$ cat config.mk
export PLATFORM = sky130hd
export DESIGN_NAME = peak_data_sched
export DESIGN_NICKNAME = d
export VERILOG_FILES = /design/src/rtl/peak_sched_pkg.sv /design/src/rtl/peak_data_sched_rr_pick.sv /design/src/rtl/peak_data_sched.sv
export SDC_FILE = /design/constraint.sdc
export NUM_CORES = 1
export LEC_CHECK = 0
export BUFFER_PORTS_ARGS = -buffer_cell sky130_fd_sc_hd__buf_2
export CORE_AREA = 2 2 279 281
export DETAILED_ROUTE_END_ITERATION = 7
export DIE_AREA = 0 0 281 283
export PLACE_DENSITY_LB_ADDON = 0.1
export SLEW_MARGIN = 20
export SYNTH_ARGS = -nofsm -noshare
export SYNTH_HDL_FRONTEND = slang
export SYNTH_SLANG_ARGS = --single-unit
$ cat constraint.sdc
create_clock -name clk -period 4.3 [get_ports clk]
set_clock_uncertainty 0.15 [all_clocks]
set_input_delay 1.075 -clock clk [delete_from_list [all_inputs] [get_ports clk]]
set_output_delay 1.075 -clock clk [all_outputs]
set_load 0.005 [all_outputs]
$ cat src/rtl/peak_sched_pkg.sv
// -----------------------------------------------------------------------------
// peak_sched_pkg
// Shared definitions for the peak-data output scheduler.
//   sched_state_t : scheduler FSM states (IDLE, XFER, CLOSE)
//   SCHED_ERR_TAG : all-ones tag pattern stamped on a watchdog-closed beat
//   TOCNT_W       : width of the forced-close counter
// -----------------------------------------------------------------------------
package peak_sched_pkg;

  typedef enum logic [1:0] {
    ST_IDLE  = 2'd0,
    ST_XFER  = 2'd1,
    ST_CLOSE = 2'd2
  } sched_state_t;

  // Wide enough for any supported tag mask; users slice the low NUM_TAGS bits.
  localparam logic [63:0] SCHED_ERR_TAG = '1;

  localparam int TOCNT_W = 16;

endpackage

$ cat src/rtl/peak_data_sched_rr_pick.sv
// -----------------------------------------------------------------------------
// rr_pick
// Combinational round-robin first-set finder. Scans i_req starting at index
// i_ptr and wrapping, and reports the first set position.
// Ports:
//   i_req   [N-1:0]   request vector
//   i_ptr   [IW-1:0]  scan start index (0..N-1)
//   o_found           any request set
//   o_idx   [IW-1:0]  first set index at or after i_ptr (modulo N)
// -----------------------------------------------------------------------------
module rr_pick #(
  parameter int N  = 4,
  parameter int IW = 2
) (
  input  logic [N-1:0]  i_req,
  input  logic [IW-1:0] i_ptr,
  output logic          o_found,
  output logic [IW-1:0] o_idx
);

  int          w_k;
  logic [IW-1:0] w_kk;

  always_comb begin
    o_found = 1'b0;
    o_idx   = '0;
    w_k     = 0;
    w_kk    = '0;
    for (int i = 0; i < N; i++) begin
      // i_ptr is always < N, so one conditional subtract gives the wrap.
      w_k = int'(i_ptr) + i;
      if (w_k >= N) w_k = w_k - N;
      w_kk = IW'(w_k);
      if (!o_found && i_req[w_kk]) begin
        o_found = 1'b1;
        o_idx   = w_kk;
      end
    end
  end

endmodule

$ cat src/rtl/peak_data_sched.sv
// -----------------------------------------------------------------------------
// peak_data_sched
// Round-robin packet scheduler sharing the single AXI-stream write port of the
// peak-data output buffer among NUM_SOURCES detector streams. A source owns
// the port from its first beat through tlast, so a packet is never split and
// its tag mask stays with its data.
//
// Optional feature macro: PEAK_SCHED_TIMEOUT_EN
//   defined   : watchdog closes a packet whose owner stalls for TIMEOUT
//               cycles, emitting an error beat (tdata=0, tuser all ones,
//               tlast=1) and counting it in timeout_count.
//   undefined : a stalled owner holds the grant forever; timeout_count = 0.
//
// Ports:
//   clk, rst_n           clock, asynchronous active-low reset
//   s_axis_tvalid/tready per-source handshake [NUM_SOURCES]
//   s_axis_tdata         source n at [n*DATA_WIDTH +: DATA_WIDTH]
//   s_axis_tuser         source n at [n*NUM_TAGS +: NUM_TAGS]
//   s_axis_tlast         per-source end of packet
//   m_axis_*             merged stream toward the buffer
//   grant_id             current or most recent owner
//   busy                 high while a packet (or forced close) is in flight
//   timeout_count        saturating count of forced closes
// -----------------------------------------------------------------------------
module peak_data_sched
  import peak_sched_pkg::*;
#(
  parameter int NUM_SOURCES = 4,
  parameter int DATA_WIDTH  = 128,
  parameter int NUM_TAGS    = 10,
  parameter int TIMEOUT     = 256
) (
  input  logic                             clk,
  input  logic                             rst_n,
  input  logic [NUM_SOURCES-1:0]           s_axis_tvalid,
  output logic [NUM_SOURCES-1:0]           s_axis_tready,
  input  logic [NUM_SOURCES*DATA_WIDTH-1:0] s_axis_tdata,
  input  logic [NUM_SOURCES*NUM_TAGS-1:0]  s_axis_tuser,
  input  logic [NUM_SOURCES-1:0]           s_axis_tlast,
  output logic                             m_axis_tvalid,
  input  logic                             m_axis_tready,
  output logic [DATA_WIDTH-1:0]            m_axis_tdata,
  output logic [NUM_TAGS-1:0]              m_axis_tuser,
  output logic                             m_axis_tlast,
  output logic [$clog2(NUM_SOURCES)-1:0]   grant_id,
  output logic                             busy,
  output logic [TOCNT_W-1:0]               timeout_count
);

  localparam int IDX_W = $clog2(NUM_SOURCES);

  // Elaboration-time parameter sanity check.
  if (NUM_SOURCES < 2 || NUM_SOURCES > 8 || NUM_TAGS > 64 || TIMEOUT < 2) begin : g_param_check
    $error("peak_data_sched: unsupported parameter set");
  end

  function automatic logic [IDX_W-1:0] f_next_ptr(input logic [IDX_W-1:0] cur);
    if (cur == IDX_W'(NUM_SOURCES - 1)) return '0;
    else                                return cur + 1'b1;
  endfunction

  sched_state_t     r_state;
  logic [IDX_W-1:0] r_grant_id;
  logic [IDX_W-1:0] r_rr_ptr;

  logic             w_found;
  logic [IDX_W-1:0] w_pick_idx;
  logic             w_src_valid;
  logic             w_src_last;
  logic             w_src_hs;

  rr_pick #(
    .N  (NUM_SOURCES),
    .IW (IDX_W)
  ) u_rr_pick (
    .i_req   (s_axis_tvalid),
    .i_ptr   (r_rr_ptr),
    .o_found (w_found),
    .o_idx   (w_pick_idx)
  );

  assign w_src_valid = s_axis_tvalid[r_grant_id];
  assign w_src_last  = s_axis_tlast[r_grant_id];
  assign w_src_hs    = w_src_valid && m_axis_tready;

  assign grant_id = r_grant_id;
  assign busy     = (r_state != ST_IDLE);

`ifdef PEAK_SCHED_TIMEOUT_EN
  localparam int STALL_W = $clog2(TIMEOUT);

  function automatic logic [TOCNT_W-1:0] f_sat_inc(input logic [TOCNT_W-1:0] c);
    if (c == '1) return c;
    else         return c + 1'b1;
  endfunction

  logic [STALL_W-1:0] r_stall_cnt;
  logic [TOCNT_W-1:0] r_timeout_count;

  assign timeout_count = r_timeout_count;
`else
  assign timeout_count = '0;
`endif

  // Scheduler FSM: grant selection, packet ownership, watchdog.
  always_ff @(posedge clk or negedge rst_n) begin
    if (!rst_n) begin
      r_state         <= ST_IDLE;
      r_grant_id      <= '0;
      r_rr_ptr        <= '0;
`ifdef PEAK_SCHED_TIMEOUT_EN
      r_stall_cnt     <= '0;
      r_timeout_count <= '0;
`endif
    end else begin
      case (r_state)
        ST_IDLE: begin
          if (w_found) begin
            r_grant_id <= w_pick_idx;
            r_state    <= ST_XFER;
          end
        end
        ST_XFER: begin
          if (w_src_hs) begin
`ifdef PEAK_SCHED_TIMEOUT_EN
            r_stall_cnt <= '0;
`endif
            if (w_src_last) begin
              r_rr_ptr <= f_next_ptr(r_grant_id);
              r_state  <= ST_IDLE;
            end
          end
`ifdef PEAK_SCHED_TIMEOUT_EN
          // Backpressure with valid data is not a stall; only a silent
          // owner advances the counter.
          else if (r_stall_cnt == STALL_W'(TIMEOUT - 1)) begin
            r_stall_cnt <= '0;
            r_state     <= ST_CLOSE;
          end else if (!w_src_valid) begin
            r_stall_cnt <= r_stall_cnt + 1'b1;
          end
`endif
        end
`ifdef PEAK_SCHED_TIMEOUT_EN
        ST_CLOSE: begin
          if (m_axis_tready) begin
            r_timeout_count <= f_sat_inc(r_timeout_count);
            r_rr_ptr        <= f_next_ptr(r_grant_id);
            r_state         <= ST_IDLE;
          end
        end
`endif
        default: r_state <= ST_IDLE;
      endcase
    end
  end

  // Output mux: purely combinational from registered state and grant.
  always_comb begin
    m_axis_tvalid = 1'b0;
    m_axis_tdata  = '0;
    m_axis_tuser  = '0;
    m_axis_tlast  = 1'b0;
    s_axis_tready = '0;
    case (r_state)
      ST_XFER: begin
        m_axis_tvalid             = w_src_valid;
        m_axis_tdata              = s_axis_tdata[int'(r_grant_id)*DATA_WIDTH +: DATA_WIDTH];
        m_axis_tuser              = s_axis_tuser[int'(r_grant_id)*NUM_TAGS +: NUM_TAGS];
        m_axis_tlast              = w_src_last;
        s_axis_tready[r_grant_id] = m_axis_tready;
      end
`ifdef PEAK_SCHED_TIMEOUT_EN
      ST_CLOSE: begin
        m_axis_tvalid = 1'b1;
        m_axis_tlast  = 1'b1;
        m_axis_tuser  = SCHED_ERR_TAG[NUM_TAGS-1:0];
      end
`endif
      default: ;
    endcase
  end

endmodule

Word level (Yosys, flattened, before mapping)
Index checks and enable logic that the tools add are counted.
{ "classes": {"n_shift": 2, "bitwise": 1, "addsub": 8, "magnitude_cmp": 10, "muxes": 36, "reduce_logical": 13, "n_eq_ne": 5, "mul": 1} }
{ "ops": {"columns": ["operator", "n"], "rows": [
  ["variable part select 512 x 10 -> 128 bit", 1],
  ["2-to-1 mux 128 bit", 1],
  ["variable part select 40 x 7 -> 10 bit", 1],
  ["2-to-1 mux 2 bit", 12],
  ["< comparator 2 x 3 -> 1 bit (second input constant)", 5],
  ["2-to-1 mux 1 bit", 13],
  ["binary-select mux 1 bit (select 2 bit)", 6],
  ["2-to-1 mux 10 bit", 1],
  [">= comparator 3 bit (second input constant)", 3],
  ["subtractor 2 x 1 -> 2 bit (second input constant)", 4],
  ["adder 2 x 2 -> 3 bit (second input constant)", 2],
  ["AND reduction 3 bit", 2],
  ["logical AND 1 bit", 5],
  ["multiplier 2 x 3 -> 5 bit (second input constant)", 1],
  ["bitwise AND 4 bit", 1],
  ["2-to-1 mux 4 bit", 1],
  ["!= test 2 bit (second input constant)", 2],
  ["case mux 2 bit (2 select lines)", 1],
  ["adder 2 x 1 -> 3 bit (second input constant)", 1],
  [">= comparator 2 x 3 -> 1 bit (second input constant)", 1],
  ["logical NOT 1 bit", 3],
  ["adder 2 x 1 -> 2 bit (second input constant)", 1],
  ["demux 1 bit (select 2 bit)", 1],
  ["equality test 2 x 1 -> 1 bit (second input constant)", 1],
  ["6 further kinds", 6]
]} }
{ "word_totals": {"input_bits": 563, "wordCells": 79, "reg_bits": 6} }

Longest topological paths before layout
Gate-level depths: netlist of run 1.
{ "depth": {"ltp_word": 16, "depth_mapped": 6, "mapped_depth_nobuf": 4} }

Hierarchy
A second synthesis of run 1 with hierarchy kept.
{ "hier_totals": {"cells_unflattened": 391, "hier_area_um2": 4810.9} }
{ "modules_own_cells": {"columns": ["mod", "area_per_inst_um2", "seq_area_each_um2", "cells_per_inst", "instances"], "rows": [
  ["peak_data_sched", 4733.3, 125.1, 376, 1],
  ["rr_pick", 77.6, 0.0, 15, 1]
]} }

Least setup slack after synthesis of run 1
Ideal clock, no wire load.
{ "synth_timing": {"path_kind": "input to output", "from": "in s_axis_tlast[3]", "to": "out m_axis_tlast", "arrival_ns": 1.699, "t_required_ns": 3.075, "slack_ns": 1.376, "stages": 2, "path_cell_list": "mux4_2 -> and2_1"} }
{ "synth_between": {"elab_chain_cells": 3} }
{ "synth_lines": {"columns": ["element", "line_no", "source"], "rows": [
  ["start, declared", "peak_data_sched.sv:39", "input logic [NUM_SOURCES-1:0] s_axis_tlast,"],
  ["binary-select mux 1 bit (select 2 bit)", "peak_data_sched.sv:83", "assign w_src_last = s_axis_tlast[r_grant_id];"],
  ["2-to-1 mux 1 bit (implied by the code)", "peak_data_sched.sv:83", null],
  ["2-to-1 mux 1 bit", "peak_data_sched.sv:165", "case (r_state)"],
  ["end, declared", "peak_data_sched.sv:44", "output logic m_axis_tlast,"]
]} }
No other way between the ends. The select of a mux whose other input is x is not followed.

Worst setup path after layout of run 1
{ "layout_timing": {"from": "reg r_grant_id[0] (netlist: grant_id[0])", "to": "out m_axis_tdata[52]"} }
{ "layout_between": {"elab_chain_cells": 2} }
{ "layout_lines": {"columns": ["element", "line_no", "source"], "rows": [
  ["start, declared", "peak_data_sched.sv:63", "logic [IDX_W-1:0] r_grant_id;"],
  ["start signal, assigned", "peak_data_sched.sv:119", "r_grant_id <= w_pick_idx;"],
  ["variable part select 512 x 10 -> 128 bit", "peak_data_sched.sv:168", "m_axis_tdata = s_axis_tdata[int'(r_grant_id)*DATA_WIDTH +: DATA_WIDTH];"],
  ["2-to-1 mux 128 bit", "peak_data_sched.sv:165", null],
  ["end, declared", "peak_data_sched.sv:42", "output logic [DATA_WIDTH-1:0] m_axis_tdata,"]
]} }
No other way between the ends.

==> results of run 1 <==
==> layer usage <==
layer  GRT usage, %  up-vias  wire length, µm
li1               -     2876                -
met1           8.14     3093            12000
met2           16.5      358            19100
met3           1.58       20             2480
met4           1.42        8              444
met5              0        -               46
==> report_power, final <==
part           internal, mW  switching, mW
combinational          2.38           1.73
sequential           0.0756         0.0798
clock                 0.123         0.0317
==> per-stage QoR <==
step / utilization [%] / worst slack, ns / std cells
floorplan: - / 1.38 / 397
global placement: 12.4 / 1.03 / 2098
detailed placement: 12.4 / 1.01 / 2098
CTS: 12.5 / 0.794 / 2102
global route: 12.5 / 0.732 / 2105
finish: 12.5 / 0.879 / 2105
==> cell usage after synthesis, types with 2 or more instances <==
master    count
mux4_2      140
buf_6        11
ha_1          4
nor2_1        2
inv_1         5
buf_4        17
dfrtp_1       5
buf_2        17
and3_1        4
a21oi_1       2
clkbuf_1     19
and2_1      140
nand2b_1      2
==> layout by cell type, fill, tap and decap left out, types with 2 or more instances in the layout <==
cell type  Yosys  routed
buf_12         0       8
dfrtp_1        5       2
nand2b_1       2       2
and3_1         4       4
dfrtp_4        0       3
diode_2        0       3
nor2_1         2       2
conb_1         1      16
inv_1          5       5
clkbuf_16      0       3
ha_1           4       4
buf_2         17     709
buf_4         17       8
a21oi_1        2       2
mux4_2       140     140
and2_1       140     140
==> critical path: stages, from the launching register on <==
cell and delay (ns):
dfrtp_4 0.64, buf_12 0.25, buf_12 0.20, mux4_2 0.52
and2_1 0.17, buf_2 0.12
==> worst max-delay path by stage <==
stage,startpoint,end,slack [ns]
floorplan,s_axis_tlast[3],m_axis_tlast,1.38
global placement,grant_id[0],m_axis_tdata[52],1.03
detailed placement,s_axis_tvalid[3],m_axis_tvalid,1.01
CTS,grant_id[0],m_axis_tdata[52],0.79
global route,grant_id[0],m_axis_tdata[82],0.73
finish,grant_id[0],m_axis_tdata[52],0.88
==> logic make-up after synthesis <==
| family | Yosys count | synth area share [%] |
|---|---|---|
| adders and majority gates | 4 | 1.05 |
| and+or+nand+nor | 152 | 19.7 |
| other | 1 | 0.0784 |
| muxes | 142 | 66.3 |
| AOI/OAI and AO/OA | 9 | 1.31 |
| buffers and inverters | 69 | 8.92 |
| DFF | 5 | 2.61 |
==> flip-flops by register name, indices dropped and copies added, names as in the netlist <==
| register | cells |
|---|---|
| r_rr_ptr | 2 |
| grant_id | 2 |
| r_state | 1 |
==> layout make-up <==
| cell class | instances | share of cell area [%] |
|---|---|---|
| Antenna cell | 3 | 0.0782 |
| Clock buffer | 4 | 0.821 |
| Tap cell | 1040 | 13.6 |
| Inverter | 5 | 0.195 |
| Multi-Input combinational cell | 323 | 44.7 |
| Timing Repair Buffer | 725 | 39.2 |
| Sequential cell | 5 | 1.42 |
==> flow_summary_export.csv, run 1 <==
group,metric,value,unit
drt,drt_iter0_markers,147,
timing,worstMarginPinSlew,0.699,ns
drt,vias,6355,
clock_network,cts.clk_slew.worst_paths,0.04,ns
critical_path,rr_worst_depth,4,
yosys,synth-edff-count,0,
critical_path,worstPathMaxFanout,20,
worst_hold_path,worstHoldStart,"r_rr_ptr[1]",
power_and_ir_drop,power,4.43,mW
critical_path,reg2reg_slack,2.08,ns
placement,place_area,9520,µm²
clock_network,holdBufCountCts,0,
drt,wire_per_inst,16.2,µm
drt,viasPerCell,3.02,
die,core,76700,µm²
run,cap_viol_max_count,0,
timing,worst_slew_margin_rel,53.4,%
die,rows,102,
die,start_util,6.24,%
cells_and_area,ff_latch_area,136,µm²
critical_path,r2r-start,"grant_id[0]",
die,die-area,79500,µm²
timing,fin_hold_ws,0.448,ns
yosys,synth.avg_cell_area,12.5,µm²
power_and_ir_drop,p_leak,4.39,nW
timing,fin_setup_tns,0,ns
cells_and_area,area_delta_synth_final,101,%
power_and_ir_drop,peakVddDrop,0.000214,V
critical_path,critPathLaunchType,"flop",
yosys,yosysWarnings,0,
critical_path,critPathCaptureType,"output port",
clock_network,root_buffer,"clkbuf_16",
timing,setup-violations-final,0,
critical_path,worstPathRequired,3.07,ns
die,die_w,281,µm
cells_and_area,fill_cells,8906,
clock_network,cts_sinks,5,
run_status,outcome,"complete, no violations",
drt,totalWireLength,34100,µm
worst_hold_path,worstHoldPathType,"reg -> reg",
placement,io_buffers,709,
timing,rsz0062_at_grt,"no",
critical_path,path_class,"reg -> out",
drt,ant_nets,0,
yosys,ys.flop_type,"dfrtp_1",
clock_network,cts_resized,0,
timing,final_max_slew_viol_count,0,
yosys,synth_top_area_share,65.9,%
grt,grt_pass1_wl,47700,µm
yosys,netlist_area,4790,µm²
grt,grt_use_total,8.02,%
critical_path,reg2reg_to,"r_rr_ptr[1]",
grt,grt_start_max_net_pins,149,
grt,grt_overflow_total,0,
cells_and_area,fin_area,9600,µm²
yosys,synth_area_leaders,"mux4_2 66%, and2_1 18%, buf_4 2.7%",
yosys,synthCells,382,
die,die_y,283,µm
timing,timing.final.crit_share,79.6,%
cells_and_area,multi_input_area,4290,µm²
timing,period_needed,3.42,ns
grt,antenna_found_initial,9,
grt,first_global_vias,7170,
clock_network,htree_levels,1,
critical_path,arrival,2.20,ns
die,io-pin-count,726,
yosys,synth_seq_area_share,2.61,%
yosys,async_flop_share,100,%
clock_network,clk_path_buf_depth,2,
yosys,ys_types,27,
clock_network,post_cts.repair.setup_buffers,0,
timing,max_freq,0.292,GHz
power_and_ir_drop,powerDensity,461,nW/µm²
drt,drc,0,
clock_network,numCtsBuffers,3,
yosys,yosysTopAreaCell,"mux4_2",
clock_network,clock_latency,0.23,ns
worst_hold_path,whs_path_depth,1,
placement,place.gp.congestion,0.784,
timing,hold_violations,0,
cells_and_area,num-nets-final,1630,
clock_network,cts_tree,"done",
placement,dp.final_hpwl,29700,µm
worst_hold_path,min_to,"r_rr_ptr[1]",
yosys,synth_seq_cells,5,
cells_and_area,drive_gt1_share,82.0,%
drt,drt_first_pass_iters,4,
(Power assumes the default switching activity.)
==> inputs of run 2 (changes only) <==
- clock period: 4.3 -> 3.3 ns (I/O delays scaled with it)
==> flow_summary_export.csv, run 2 (synthesized netlist as in run 1, its figures left out) <==
group,metric,value,unit
power_and_ir_drop,p_leak,4.47,nW
grt,first_global_vias,7091,
worst_hold_path,worstHoldPathType,"in -> async",
placement,io_buffers,709,
drt,totalWireLength,34700,µm
die,start_util,6.24,%
timing,setup-violations-final,0,
power_and_ir_drop,peakVddDrop,0.000206,V
critical_path,reg2reg_to,"r_rr_ptr[1]",
critical_path,slowest_delay,0.54,ns
drt,wire_per_inst,16.4,µm
die,die_w,281,µm
die,io-pin-count,726,
clock_network,clock_latency,0.23,ns
power_and_ir_drop,powerDensity,607,nW/µm²
critical_path,worstPathRequired,2.32,ns
run,cap_viol_max_count,0,
drt,vias,6527,
run_status,outcome,"complete, no violations",
cells_and_area,multi_input_area,4290,µm²
timing,finalWorstSetupSlack,0.221,ns
timing,fin_setup_tns,0,ns
critical_path,rr_worst_depth,5,
cells_and_area,most-common-layout-cells,"709 x buf_2, 140 x mux4_2, 140 x and2_1, 19 x buf_4, 16 x conb_1",
drt,drc,0,
timing,hold_violations,0,
clock_network,cts_sinks,5,
critical_path,path_cells,"buf_12 > buf_4 > mux4_2 > and2_1 > buf_2",
critical_path,reg2reg_slack,1.05,ns
timing,period_needed,3.08,ns
placement,place_area,9660,µm²
drt,drt_iter0_markers,131,
critical_path,critPathLaunchType,"flop",
die,die-area,79500,µm²
clock_network,htree_levels,1,
grt,grt_pass1_wl,48600,µm
critical_path,critPathCaptureType,"output port",
critical_path,arrival,2.10,ns
die,rows,102,
drt,ant_nets,0,
clock_network,cts_resized,0,
critical_path,critPathSlowestCell,"mux4_2",
die,core,76700,µm²
clock_network,cts_tree,"done",
clock_network,root_buffer,"clkbuf_16",
cells_and_area,fill_cells,8861,
drt,viasPerCell,3.08,
critical_path,startpoint,"grant_id[0]",
cells_and_area,area_delta_synth_final,104,%
clock_network,post_cts.repair.setup_buffers,0,
grt,antenna_found_initial,7,
cells_and_area,fin_area,9740,µm²
critical_path,path_class,"reg -> out",
grt,grt_start_max_net_pins,72,
placement,place.gp.congestion,0.812,
cells_and_area,num-nets-final,1644,
cells_and_area,drive_gt1_share,82.2,%
timing,max_freq,0.325,GHz
timing,rsz0062_at_grt,"no",
timing,timing.final.crit_share,93.3,%
critical_path,r2r-start,"grant_id[0]",
cells_and_area,ff_latch_area,136,µm²
critical_path,endpoint,"m_axis_tdata[15]",
placement,dp_slack,0.434,ns
cells_and_area,final_core_util,12.7,%
grt,grt_use_total,8.18,%
clock_network,cts.clk_slew.worst_paths,0.04,ns
placement,dp.final_hpwl,31000,µm
cells_and_area,final_common_cell,"buf_2",
die,die_y,283,µm
clock_network,numCtsBuffers,3,
timing,final_max_slew_viol_count,0,
clock_network,clk_path_buf_depth,2,
critical_path,worstPathMaxFanout,18,
grt,grt_overflow_total,0,
clock_network,holdBufCountCts,0,
drt,drt_first_pass_iters,4,
==> run 2: cell count changes in the layout (fill, tap and decap cells not counted) <==
cell     change
buf_12       +3
diode_2      -1
buf_4       +11
==> run 2: where the power goes <==
part | switching [mW] | leakage (nW) | total, mW | internal, mW
Sequential | 0.0950 | 0.0563 | 0.194 | 0.0988
Combinational | 2.29 | 4.37 | 5.52 | 3.22
Clock | 0.0403 | 0.0382 | 0.200 | 0.160
Total | 2.43 | 4.47 | 5.91 | 3.48
==> run 2: per-stage QoR <==
| step | hold slack (ns) | power, mW | instances |
|---|---|---|---|
| floorplan | 0.355 | 3.55 | 397 |
| global placement | 0.432 | 6.01 | 2112 |
| detailed placement | 0.431 | 5.90 | 2112 |
| CTS | 0.274 | 6.14 | 2116 |
| global route | 0.279 | 6.51 | 2118 |
| finish | 0.268 | 5.91 | 2118 |
==> run 2: cell type report <==
| class | count | share of cell area, % |
|---|---|---|
| Tap cell | 1040 | 13.4 |
| Antenna cell | 2 | 0.0514 |
| Timing Repair Buffer | 739 | 40.1 |
| Clock buffer | 4 | 0.809 |
| Sequential cell | 5 | 1.40 |
| Multi-Input combinational cell | 323 | 44.0 |
| Inverter | 5 | 0.193 |
==> run 2: per-layer routing <==
layer / track usage [%] / routed length (µm) / share of wire (%) / vias up
met4: 1.03 / 299 / 0.86 / 6
met3: 1.64 / 2790 / 8.1 / 18
met2: 17.0 / 19700 / 57 / 374
met1: 8.34 / 11900 / 34 / 3228
met5: 0 / 39 / 0.11 / -
li1: - / - / - / 2901
==> run 2: worst min-delay path by stage <==
stage | from | end | slack, ns | cells after the start
2_1_floorplan | r_rr_ptr[0] | r_rr_ptr[0] | 0.35 | 2
3_3_place_gp | r_rr_ptr[0] | r_rr_ptr[0] | 0.43 | 2
3_5_place_dp | r_rr_ptr[0] | r_rr_ptr[0] | 0.43 | 2
4_1_cts | rst_n | grant_id[0] | 0.27 | 1
5_1_grt | rst_n | grant_id[0] | 0.28 | 1
6_report | rst_n | grant_id[0] | 0.27 | 1
==> run 2: worst max-delay path: cells and delay by family (launching register included) <==
kind / cells / cell delay (ns)
buffers and inverters: 3 / 0.65
muxes: 1 / 0.54
DFF: 1 / 0.46
and+or+nand+nor: 1 / 0.19
==> inputs of run 3 (changes only) <==
- CTS_BUF_LIST: not set -> sky130_fd_sc_hd__clkbuf_8
==> flow_summary_export.csv, run 3 (synthesized netlist as in run 1, its figures left out) <==
group,metric,value,unit
die,die_w,281,µm
drt,vias,6528,
critical_path,rr_worst_depth,5,
grt,grt_use_total,8.18,%
placement,io_buffers,709,
drt,drt_first_pass_iters,4,
clock_network,numCtsBuffers,3,
placement,dp.final_hpwl,31000,µm
power_and_ir_drop,power.net_switching,2.42,mW
timing,fin_setup_tns,0,ns
clock_network,htree_levels,1,
cells_and_area,num-nets-final,1644,
die,start_util,6.24,%
clock_network,cts_sinks,5,
die,die_y,283,µm
worst_hold_path,worstHoldPathType,"in -> async",
clock_network,post_cts.repair.setup_buffers,0,
critical_path,r2r-start,"grant_id[0]",
drt,drc,0,
cells_and_area,drive_gt1_share,82.2,%
drt,totalWireLength,34600,µm
drt,ant_nets,0,
critical_path,critPathLaunchType,"flop",
power_and_ir_drop,peakVddDrop,0.000206,V
critical_path,worstPathMaxFanout,18,
grt,first_global_vias,7087,
power_and_ir_drop,p_int,3.40,mW
clock_network,clock_latency,0.22,ns
clock_network,cts_resized,0,
timing,final_max_slew_viol_count,0,
critical_path,path_class,"reg -> out",
drt,drt_iter0_markers,132,
drt,viasPerCell,3.08,
die,rows,102,
run_status,outcome,"complete, no violations",
drt,wire_per_inst,16.4,µm
run,cap_viol_max_count,0,
power_and_ir_drop,powerDensity,600,nW/µm²
power_and_ir_drop,comb_power_share,94.8,%
critical_path,endpoint,"m_axis_tdata[15]",
grt,grt_pass1_wl,48600,µm
die,die-area,79500,µm²
cells_and_area,final_common_cell,"buf_2",
placement,place.gp.congestion,0.812,
die,io-pin-count,726,
power_and_ir_drop,seqPwrFrac,3.3,%
grt,grt_overflow_total,0,
timing,period_needed,3.07,ns
clock_network,cts.clk_slew.worst_paths,0.04,ns
clock_network,clk_path_buf_depth,2,
critical_path,critPathCaptureType,"output port",
critical_path,worstPathRequired,2.32,ns
die,core,76700,µm²
clock_network,cts_tree,"done",
power_and_ir_drop,sw_frac_of_total,41.6,%
grt,grt_start_max_net_pins,72,
critical_path,startpoint,"grant_id[0]",
cells_and_area,area_delta_synth_final,103,%
critical_path,reg2reg_to,"r_rr_ptr[1]",
cells_and_area,final_core_util,12.7,%
clock_network,root_buffer,"clkbuf_8",
cells_and_area,most-common-layout-cells,"709 x buf_2, 140 x mux4_2, 140 x and2_1, 19 x buf_4, 16 x conb_1",
timing,max_freq,0.325,GHz
timing,timing.final.crit_share,93.2,%
critical_path,arrival,2.10,ns
power_and_ir_drop,p_leak,4.46,nW
clock_network,holdBufCountCts,0,
grt,antenna_found_initial,7,
power_and_ir_drop,p_clk_share,1.9,%
timing,rsz0062_at_grt,"no",
timing,hold_violations,0,
critical_path,reg2reg_slack,1.04,ns
timing,setup-violations-final,0,
## run 3: final cells by class
class	count	area [µm²]
Multi-Input combinational cell	323	4290
Inverter	5	18.8
Antenna cell	2	5.00
Fill cell	8863	67000
Sequential cell	5	136
Clock inverter	1	3.75
Tap cell	1040	1300
Timing Repair Buffer	739	3910
Clock buffer	3	41.3
## run 3: worst max-delay path, cell delays in order (launching register included)
cell	delay, ns
dfrtp_4	0.46
buf_12	0.20
buf_4	0.32
mux4_2	0.54
and2_1	0.19
buf_2	0.13
## run 3: worst min-delay path by stage
stage / startpoint / cells after the start / to / slack [ns]
final: rst_n / 1 / grant_id[0] / 0.27
after global routing: rst_n / 1 / grant_id[0] / 0.28
after CTS: rst_n / 1 / grant_id[0] / 0.27
after detailed placement: r_rr_ptr[0] / 2 / r_rr_ptr[0] / 0.43
after global placement: r_rr_ptr[0] / 2 / r_rr_ptr[0] / 0.43
after floorplan: r_rr_ptr[0] / 2 / r_rr_ptr[0] / 0.35
## run 3: stage by stage
stage / cell area [µm²] / cells / power (mW) / setup WS (ns) / hold slack (ns)
after global routing: 9710 / 2118 / 6.42 / 0.126 / 0.279
after global placement: 9660 / 2112 / 6.01 / 0.453 / 0.432
after detailed placement: 9660 / 2112 / 5.90 / 0.434 / 0.431
final: 9710 / 2118 / 5.82 / 0.225 / 0.272
after floorplan: 4840 / 397 / 3.55 / 0.815 / 0.355
after CTS: 9700 / 2116 / 6.05 / 0.184 / 0.274
## run 3: power by group through the flow
stage | registers [mW] | clock network, mW | logic [mW]
6_report | 0.194 | 0.111 | 5.52
5_1_grt | 0.211 | 0.122 | 6.08
4_1_cts | 0.204 | 0.119 | 5.72
3_5_place_dp | 0.206 | 0 | 5.70
3_3_place_gp | 0.202 | 0 | 5.81
2_1_floorplan | 0.116 | 0 | 3.43
## run 3: routing by layer
layer | routed length, µm | track usage (%) | part of all wire [%] | vias up
met5 | 39 | 0 | 0.11 | -
met4 | 299 | 1.03 | 0.86 | 6
met3 | 2790 | 1.62 | 8.1 | 18
met2 | 19700 | 17.0 | 57 | 374
met1 | 11900 | 8.34 | 34 | 3229
li1 | - | - | - | 2901
